## src/rtl/debounce_pkg.sv

```systemverilog
// Shared encodings and counter sizing for the multi-channel debouncer.
// No datapath: edge-mode and FSM state constants plus a width helper.
package debounce_pkg;

  localparam int EDGE_PRESS   = 0;
  localparam int EDGE_RELEASE = 1;
  localparam int EDGE_BOTH    = 2;

  localparam logic [1:0] ST_IDLE   = 2'd0;
  localparam logic [1:0] ST_HELD   = 2'd1;
  localparam logic [1:0] ST_REPEAT = 2'd2;

  // Bits needed to hold 0..max_val; never narrower than one bit.
  function automatic int cnt_width(input int max_val);
    return (max_val < 2) ? 1 : $clog2(max_val + 1);
  endfunction

endpackage

```

## src/rtl/debounce_channel.sv

```systemverilog
// One debounced input: 2-flop synchronizer, stability counter, press/hold/repeat FSM.
// Level and pulse update together 2 + DEBOUNCE_THRESHOLD cycles after a clean step; no backpressure.
module debounce_channel
  import debounce_pkg::*;
#(
  parameter int INVERT_LOGIC       = 0,
  parameter int DEBOUNCE_THRESHOLD = 5000,
  parameter int EDGE_MODE          = EDGE_PRESS,
  parameter int REPEAT_DELAY       = 0,
  parameter int REPEAT_PERIOD      = 1000
) (
  input  logic clk,
  input  logic rst,
  input  logic signal_in,
  output logic level_out,
  output logic pulse_out,
  output logic pulse_nxt
);

  localparam logic RAW_IDLE  = (INVERT_LOGIC != 0);
  localparam int   DB_W      = cnt_width(DEBOUNCE_THRESHOLD - 1);
  localparam int   HOLD_MAX  = (REPEAT_DELAY > 0) ? REPEAT_DELAY - 1 : 0;
  localparam int   RP_MAX    = (HOLD_MAX > REPEAT_PERIOD - 1) ? HOLD_MAX : REPEAT_PERIOD - 1;
  localparam int   RP_W      = cnt_width(RP_MAX);

  localparam logic [DB_W-1:0] DB_LAST     = DB_W'(DEBOUNCE_THRESHOLD - 1);
  localparam logic [RP_W-1:0] HOLD_LAST   = RP_W'(HOLD_MAX);
  localparam logic [RP_W-1:0] PERIOD_LAST = RP_W'(REPEAT_PERIOD - 1);

  localparam logic PULSE_ON_PRESS   = (EDGE_MODE != EDGE_RELEASE);
  localparam logic PULSE_ON_RELEASE = (EDGE_MODE != EDGE_PRESS);
  localparam logic REPEAT_EN        = (REPEAT_DELAY > 0);

  logic            sync1_q, sync1_d;
  logic            sync2_q, sync2_d;
  logic            level_q, level_d;
  logic [DB_W-1:0] db_cnt_q, db_cnt_d;
  logic [1:0]      state_q, state_d;
  logic [RP_W-1:0] rp_cnt_q, rp_cnt_d;
  logic            pulse_q, pulse_d;
  logic            smp;
  logic            press_acc;
  logic            rel_acc;

  always_comb begin
    sync1_d   = signal_in;
    sync2_d   = sync1_q;
    smp       = sync2_q ^ RAW_IDLE;
    level_d   = level_q;
    db_cnt_d  = '0;
    press_acc = 1'b0;
    rel_acc   = 1'b0;

    // Counter only runs while the sample disagrees; any agreeing cycle restarts it.
    if (smp != level_q) begin
      if (db_cnt_q == DB_LAST) begin
        level_d   = smp;
        press_acc = smp;
        rel_acc   = ~smp;
      end else begin
        db_cnt_d = db_cnt_q + 1'b1;
      end
    end

    state_d  = state_q;
    rp_cnt_d = rp_cnt_q;
    pulse_d  = 1'b0;

    // Release is checked first so it wins over a repeat pulse due in the same cycle.
    case (state_q)
      ST_IDLE: begin
        rp_cnt_d = '0;
        if (press_acc) begin
          state_d = ST_HELD;
          pulse_d = PULSE_ON_PRESS;
        end
      end
      ST_HELD: begin
        if (rel_acc) begin
          state_d  = ST_IDLE;
          rp_cnt_d = '0;
          pulse_d  = PULSE_ON_RELEASE;
        end else if (REPEAT_EN) begin
          if (rp_cnt_q == HOLD_LAST) begin
            state_d  = ST_REPEAT;
            rp_cnt_d = '0;
            pulse_d  = PULSE_ON_PRESS;
          end else begin
            rp_cnt_d = rp_cnt_q + 1'b1;
          end
        end
      end
      ST_REPEAT: begin
        if (rel_acc) begin
          state_d  = ST_IDLE;
          rp_cnt_d = '0;
          pulse_d  = PULSE_ON_RELEASE;
        end else if (rp_cnt_q == PERIOD_LAST) begin
          rp_cnt_d = '0;
          pulse_d  = PULSE_ON_PRESS;
        end else begin
          rp_cnt_d = rp_cnt_q + 1'b1;
        end
      end
      default: begin
        state_d  = ST_IDLE;
        rp_cnt_d = '0;
      end
    endcase
  end

  always_ff @(posedge clk or posedge rst) begin
    if (rst) begin
      sync1_q  <= RAW_IDLE;
      sync2_q  <= RAW_IDLE;
      level_q  <= 1'b0;
      db_cnt_q <= '0;
      state_q  <= ST_IDLE;
      rp_cnt_q <= '0;
      pulse_q  <= 1'b0;
    end else begin
      sync1_q  <= sync1_d;
      sync2_q  <= sync2_d;
      level_q  <= level_d;
      db_cnt_q <= db_cnt_d;
      state_q  <= state_d;
      rp_cnt_q <= rp_cnt_d;
      pulse_q  <= pulse_d;
    end
  end

  assign level_out = level_q;
  assign pulse_out = pulse_q;
  assign pulse_nxt = pulse_d;

endmodule

```

## src/rtl/debounce_edge_multi.sv

```systemverilog
// N_CH independent debounce channels plus a combined any_pulse flag.
// any_pulse is registered from the channels' next-pulse terms so it aligns with pulse_out; no backpressure.
module debounce_edge_multi
  import debounce_pkg::*;
#(
  parameter int N_CH               = 4,
  parameter int INVERT_LOGIC       = 0,
  parameter int DEBOUNCE_THRESHOLD = 5000,
  parameter int EDGE_MODE          = EDGE_PRESS,
  parameter int REPEAT_DELAY       = 0,
  parameter int REPEAT_PERIOD      = 1000
) (
  input  logic            clk,
  input  logic            rst,
  input  logic [N_CH-1:0] signal_in,
  output logic [N_CH-1:0] level_out,
  output logic [N_CH-1:0] pulse_out,
  output logic            any_pulse
);

  logic [N_CH-1:0] pulse_nxt;
  logic            any_pulse_q, any_pulse_d;

  generate
    for (genvar i = 0; i < N_CH; i++) begin : g_ch
      debounce_channel #(
        .INVERT_LOGIC      (INVERT_LOGIC),
        .DEBOUNCE_THRESHOLD(DEBOUNCE_THRESHOLD),
        .EDGE_MODE         (EDGE_MODE),
        .REPEAT_DELAY      (REPEAT_DELAY),
        .REPEAT_PERIOD     (REPEAT_PERIOD)
      ) u_ch (
        .clk      (clk),
        .rst      (rst),
        .signal_in(signal_in[i]),
        .level_out(level_out[i]),
        .pulse_out(pulse_out[i]),
        .pulse_nxt(pulse_nxt[i])
      );
    end
  endgenerate

  always_comb any_pulse_d = |pulse_nxt;

  always_ff @(posedge clk or posedge rst) begin
    if (rst) any_pulse_q <= 1'b0;
    else     any_pulse_q <= any_pulse_d;
  end

  assign any_pulse = any_pulse_q;

endmodule

```

## config.mk

```make
export PLATFORM = sky130hd
export DESIGN_NAME = debounce_edge_multi
export DESIGN_NICKNAME = d
export VERILOG_FILES = /design/src/rtl/debounce_pkg.sv /design/src/rtl/debounce_channel.sv /design/src/rtl/debounce_edge_multi.sv
export SDC_FILE = /design/constraint.sdc
export NUM_CORES = 1
export LEC_CHECK = 0
export BUFFER_PORTS_ARGS = -buffer_cell sky130_fd_sc_hd__buf_2
export CAP_MARGIN = 20
export CORE_ASPECT_RATIO = 0.75
export CORE_MARGIN = 2
export CORE_UTILIZATION = 55
export CTS_BUF_LIST = sky130_fd_sc_hd__clkbuf_2
export DETAILED_ROUTE_END_ITERATION = 8
export GPL_TIMING_DRIVEN = 0
export PLACE_DENSITY = 0.84
export REMOVE_ABC_BUFFERS = 1
export SLEW_MARGIN = 20
export SYNTH_ARGS = -nofsm -noshare
export SYNTH_HDL_FRONTEND = slang
export SYNTH_HIERARCHICAL = 1
export SYNTH_SLANG_ARGS = --single-unit
```

## constraint.sdc

```tcl
create_clock -name clk -period 2.2 [get_ports clk]
set_input_delay 0.22 -clock clk [delete_from_list [all_inputs] [get_ports clk]]
set_output_delay 0.22 -clock clk [all_outputs]
set_load 0.01 [all_outputs]
```

* Word level (Yosys, flattened, before mapping)
Index checks and enable logic that the tools add are counted.
** Operators by class
- Add/subtract/negate cells :: 8
- Multiply operators :: 0
- Div/mod/pow operators :: 0
- Order comparisons :: 0
- Eq/ne operators :: 32
- Shift operators :: 0
- Muxes and demuxes :: 68
- Bitwise gates (word level) :: 4
- Reductions and logical operators :: 17
** Operators by type and width (number)
- $mux 10 :: 12
- $mux 13 :: 8
- $pmux 10 s2 :: 4
- $add 13x1->13 const B :: 4
- $eq 13x13->1 const B :: 4
- $add 10x1->10 const B :: 4
- $eq 10x10->1 const B :: 4
- $mux 1 :: 28
- $ne 2x1->1 const B :: 12
- $mux 2 :: 8
- $pmux 2 s2 :: 4
- $reduce_and 2->1 :: 8
- $eq 2x1->1 const B :: 4
- $eq 2x2->1 const B :: 4
- $logic_not 2->1 :: 4
- $pmux 1 s2 :: 4
- $reduce_or 2->1 :: 4
- $ne 1x1->1 :: 4
- $not 1->1 :: 4
- $reduce_or 4->1 :: 1
** Storage, ports and cells
- Register bits after elaboration :: 117
- Bits in latches :: 0
- Bits in writable memories :: 0
- Memory bits (read-only) :: 0
- Input bits :: 6
- Memories kept :: 0

* Depth between registers and ports, before layout
- Depth after elaboration :: 6
- Gate-level depth with buffers :: 5
- Gate-level depth less buffers :: 5

* Cells and area by module
The synthesis kept the hierarchy.
** Modules (own cells, without submodules)
- debounce_channel (g_ch[0].u_ch ...) :: times used 3, cells an instance 76, area each 829.5 um^2
- debounce_channel (g_ch[3].u_ch) :: times used 1, cells an instance 81, area each 872.1 um^2
- debounce_edge_multi :: times used 1, cells an instance 3, area each 36.3 um^2

* Least setup slack after synthesis
No wires, ideal clock.
- Path type :: flip-flop to flip-flop
- Start point :: reg g_ch[3].u_ch.db_cnt_q[5]
- End point :: reg g_ch[3].u_ch.db_cnt_q[9]
- Library setup time :: 0.130 ns
- Arrival :: 1.572 ns
- Slack :: 0.499 ns
- Cell stages (with the launch flop) :: 5
- Clock period less this slack :: 1.701 ns
- Path through :: dfrtp_1 or4_1 o41ai_2 buf_6 a21oi_1
** Between the ends
- Longest elaborated chain between the ends :: 3
- Elaborated cells between the ends (all ways) :: 4
- Those cells by class :: add/sub (1); eq/ne (1); mux (2)
** Ends and longest elaborated chain
- start, declared :: RTL line debounce_channel.sv:37 : logic [DB_W-1:0] db_cnt_q, db_cnt_d;
- start signal, assigned :: RTL line debounce_channel.sv:125 : db_cnt_q <= db_cnt_d;
- $add 13x1->13 or $eq 13x13->1 (tied branches) :: RTL line debounce_channel.sv:61, debounce_channel.sv:56
- $mux 13 (*) :: RTL line debounce_channel.sv:56 : if (db_cnt_q == DB_LAST) begin
- $mux 13 (*) :: RTL line debounce_channel.sv:55 : if (smp != level_q) begin
- named net g_ch[3].u_ch.db_cnt_d[9] :: RTL line debounce_channel.sv:37
Mark *: on every way through the listed nets, which the timed path passes. The rest lies on a longest branch.
A chain may end at the register's enable or synchronous reset.

* Worst setup path after layout
- Start point :: reg g_ch[3].u_ch.db_cnt_q[5]
- End point :: reg g_ch[3].u_ch.db_cnt_q[6]
The elaborated chain is that of the path after synthesis.

==> out/results.tsv <==
stage	metric	value	unit
place	place_area	3530	um2
global_route	grt_pass1_wl	11600	um
worst_setup_path	critPathTopFamily	compound AO/OA/AOI/OAI gates	
timing	period_minus_slack	2.05	ns
cells_and_area	antennaDiodeCount	0	
cells_and_area	fin_nets	348	
logic_synthesis	postSynthCellCount	312	
logic_synthesis	synth.distinct_cells	32	
timing	max_slew.worst_pin.slew	0.852	ns
clocking	postCtsSetupRepairBufs	0	
timing	slew_viol_final	0	
power	peakVddDrop	489	uV
timing	finClkSkew	0.0254	ns
clocking	cts_root_buf	clkbuf_2	
clocking	insertion_delay	0.50	ns
worst_setup_path	cp_max_fo	12	
outcome	status	complete, no violations	
clocking	clk_pin_slew	0.21	ns
worst_setup_path	critPathKind	reg2reg	
timing	setup_viol	0	
timing	worst_slew_margin_rel	42.9	%
global_route	globalRouteOverflowTotal	0	
clocking	cts-buffers-inserted	9	
place	dpl.hpwl	4450	um
floorplan	num_io_pins	15	
worst_setup_path	reg2reg_depth	3	
clocking	cts_sinks	73	
route	wl_per_cell	15.6	um
timing	whs	0.0970	ns
timing	fmax	0.488	GHz
cells_and_area	final_core_util	64.2	%
floorplan	core	5890	um2
logic_synthesis	ys_seq_elements	73	
clocking	cts_tree	built	
place	port_buffers	14	
floorplan	start_util	57.7	%
route	via_per_inst	6.12	
cells_and_area	fin_area	3780	um2
timing	finalCritPeriodShare	93.2	%
worst_setup_path	crit_buf_inv	0	
logic_synthesis	ys_seq_area_share	53.8	%
worst_setup_path	cpMaxStageDelayCell	o41ai_4	
route	drtIter0Drc	143	
worst_hold_path	hold_path_class	in2async	
floorplan	dieArea	6830	um2
cells_and_area	final_common_cell	dfrtp_1	
timing	finalHoldViolations	0	
cells_and_area	final_cell_mix	73 x dfrtp_1, 32 x a21oi_1, 19 x inv_1	
global_route	grt_max_degree	19	
worst_setup_path	critPathLaunch	g_ch[3].u_ch/db_cnt_q[5]	
worst_setup_path	rr_startpoint	g_ch[3].u_ch/db_cnt_q[5]	
route	ant_nets	0	
timing	rsz0062_at_grt	no	
logic_synthesis	yosys_warnings	6	
worst_setup_path	worst-endpoint-required	2.58	ns
worst_setup_path	r2r_slack	0.15	ns
logic_synthesis	dominantRegCellSynth	dfrtp_1	
worst_setup_path	start_kind	flop	
clocking	htree_levels	3	
floorplan	die_y	72.1	um
place	routabilityCongestion	0.793	
worst_setup_path	reg2reg_to	g_ch[3].u_ch/db_cnt_q[6]	
global_route	antenna_found_initial	0	
logic_synthesis	avgSynthCellArea	10.9	um2
global_route	grt_pass1_vias	2465	
global_route	grt_use_total	21.6	%
logic_synthesis	synth_enable_flop_cells	0	
worst_setup_path	crit_path_end	g_ch[3].u_ch/db_cnt_q[6]	
worst_setup_path	critical_path_depth	3	
run	maxCapViolCount	0	
worst_setup_path	crit_arrival	2.43	ns
logic_synthesis	syn_area	3400	um2
route	wl	6580	um
worst_setup_path	critPathCaptureType	flop	
floorplan	rows	24	
worst_setup_path	max_stage_delay	0.73	ns
cells_and_area	drive_above_1_share	12.8	%
cells_and_area	area_growth	11.2	%
worst_setup_path	crit_chain	or4_1, o41ai_4, a21oi_1	
floorplan	die_w	94.7	um
route	route.detailed.drc	0	
power	p_leak	1.59	nW
logic_synthesis	async_flop_share	100	%
clocking	ctsLongestPathBuffers	2	
route	firstDrtPassIters	4	
route	vias	2577	
power	pwr_density_cell	680	nW/um2
-- worst min-delay path by stage --
stage	slack [ns]	depth (start not counted)	from	to
after floorplan	-0.05	1	rst	any_pulse
final	0.1	3	rst	any_pulse
after CTS	0.05	3	rst	any_pulse
after global routing	0.06	3	rst	any_pulse
after detailed placement	0.10	2	rst	any_pulse
after global placement	0.10	2	rst	any_pulse
-- sequential cells by signal (all words and copies together), names as in the netlist --
register and cells:
any_pulse 1, g_ch.u_ch/db_cnt_q 52, g_ch.u_ch/level_out 4, g_ch.u_ch/pulse_out 4
g_ch.u_ch/smp 4, g_ch.u_ch/state_q 4, g_ch.u_ch/sync1_q 4
-- worst min-delay path, stage by stage --
cell           delay (ns)
dlygate4sd3_1        0.53
buf_2                0.15
inv_1                0.06
-- synth_stat cells, types with 5 or more instances --
master | n | area share (%)
o21ai_0 | 16 | 2.4
or3_1 | 15 | 2.8
nand3_1 | 17 | 2.5
nand4_1 | 16 | 2.9
xnor2_1 | 8 | 2.1
nand2_1 | 9 | 0.99
nor2_1 | 16 | 1.8
or4_1 | 18 | 4.0
a21oi_1 | 32 | 4.7
xor2_1 | 8 | 2.1
inv_1 | 19 | 2.1
dfrtp_1 | 73 | 54
nor4_1 | 5 | 0.92
o31ai_1 | 16 | 3.5
-- report_power, final --
part           internal, W  switching, W
sequential         0.00137     0.0000249
clock             0.000606      0.000477
combinational    0.0000325     0.0000610
-- area by class of cell --
type / instances / area [um2]
Clock buffer: 9 / 45.0
Sequential cell: 73 / 1830
Clock inverter: 7 / 141
Tap cell: 78 / 97.6
Inverter: 19 / 71.3
Fill cell: 476 / 2110
Timing Repair Buffer: 19 / 120
Multi-Input combinational cell: 216 / 1480
-- logic make-up (layout without fill, tap and decap cells) --
kind of cell	after synthesis	after routing	share of synthesized area, %
compound gates	79	79	14.9
xor+xnor	16	16	4.13
fa+ha+maj	4	4	1.47
buf+inv	23	54	3.09
flops	73	73	53.8
mux	1	1	0.295
simple gates	116	116	22.3
-- layer usage --
metal  wire length, um  global-route usage, %  share of wire (%)  vias up
li1                  -                      -                  -     1246
met1              3200                   30.7                 49     1283
met5                 0                      0                  0        -
met2              3100                   32.6                 47       46
met4                18                   5.64               0.27        0
met3               267                   6.96                4.1        2
-- metrics by stage --
step | worst slack, ns | total power (W) | std cells | setup TNS, ns
finish | 0.150 | 0.00257 | 421 | 0
global route | 0.0339 | 0.00269 | 421 | 0
CTS | 0.175 | 0.00260 | 421 | 0
detailed placement | -0.100 | 0.00150 | 400 | -0.813
global placement | -0.0200 | 0.00150 | 400 | -0.0697
floorplan | 0.284 | 0.00147 | 308 | 0
-- repair_timing --
item                                    4_1_cts  5_1_grt
hold endpoints to repair                     77        0
hold buffers                                  5        0
resized for setup                             1        0
endpoints found under the setup margin       12        0
Note: power is estimated with default switching activity, not from simulation.
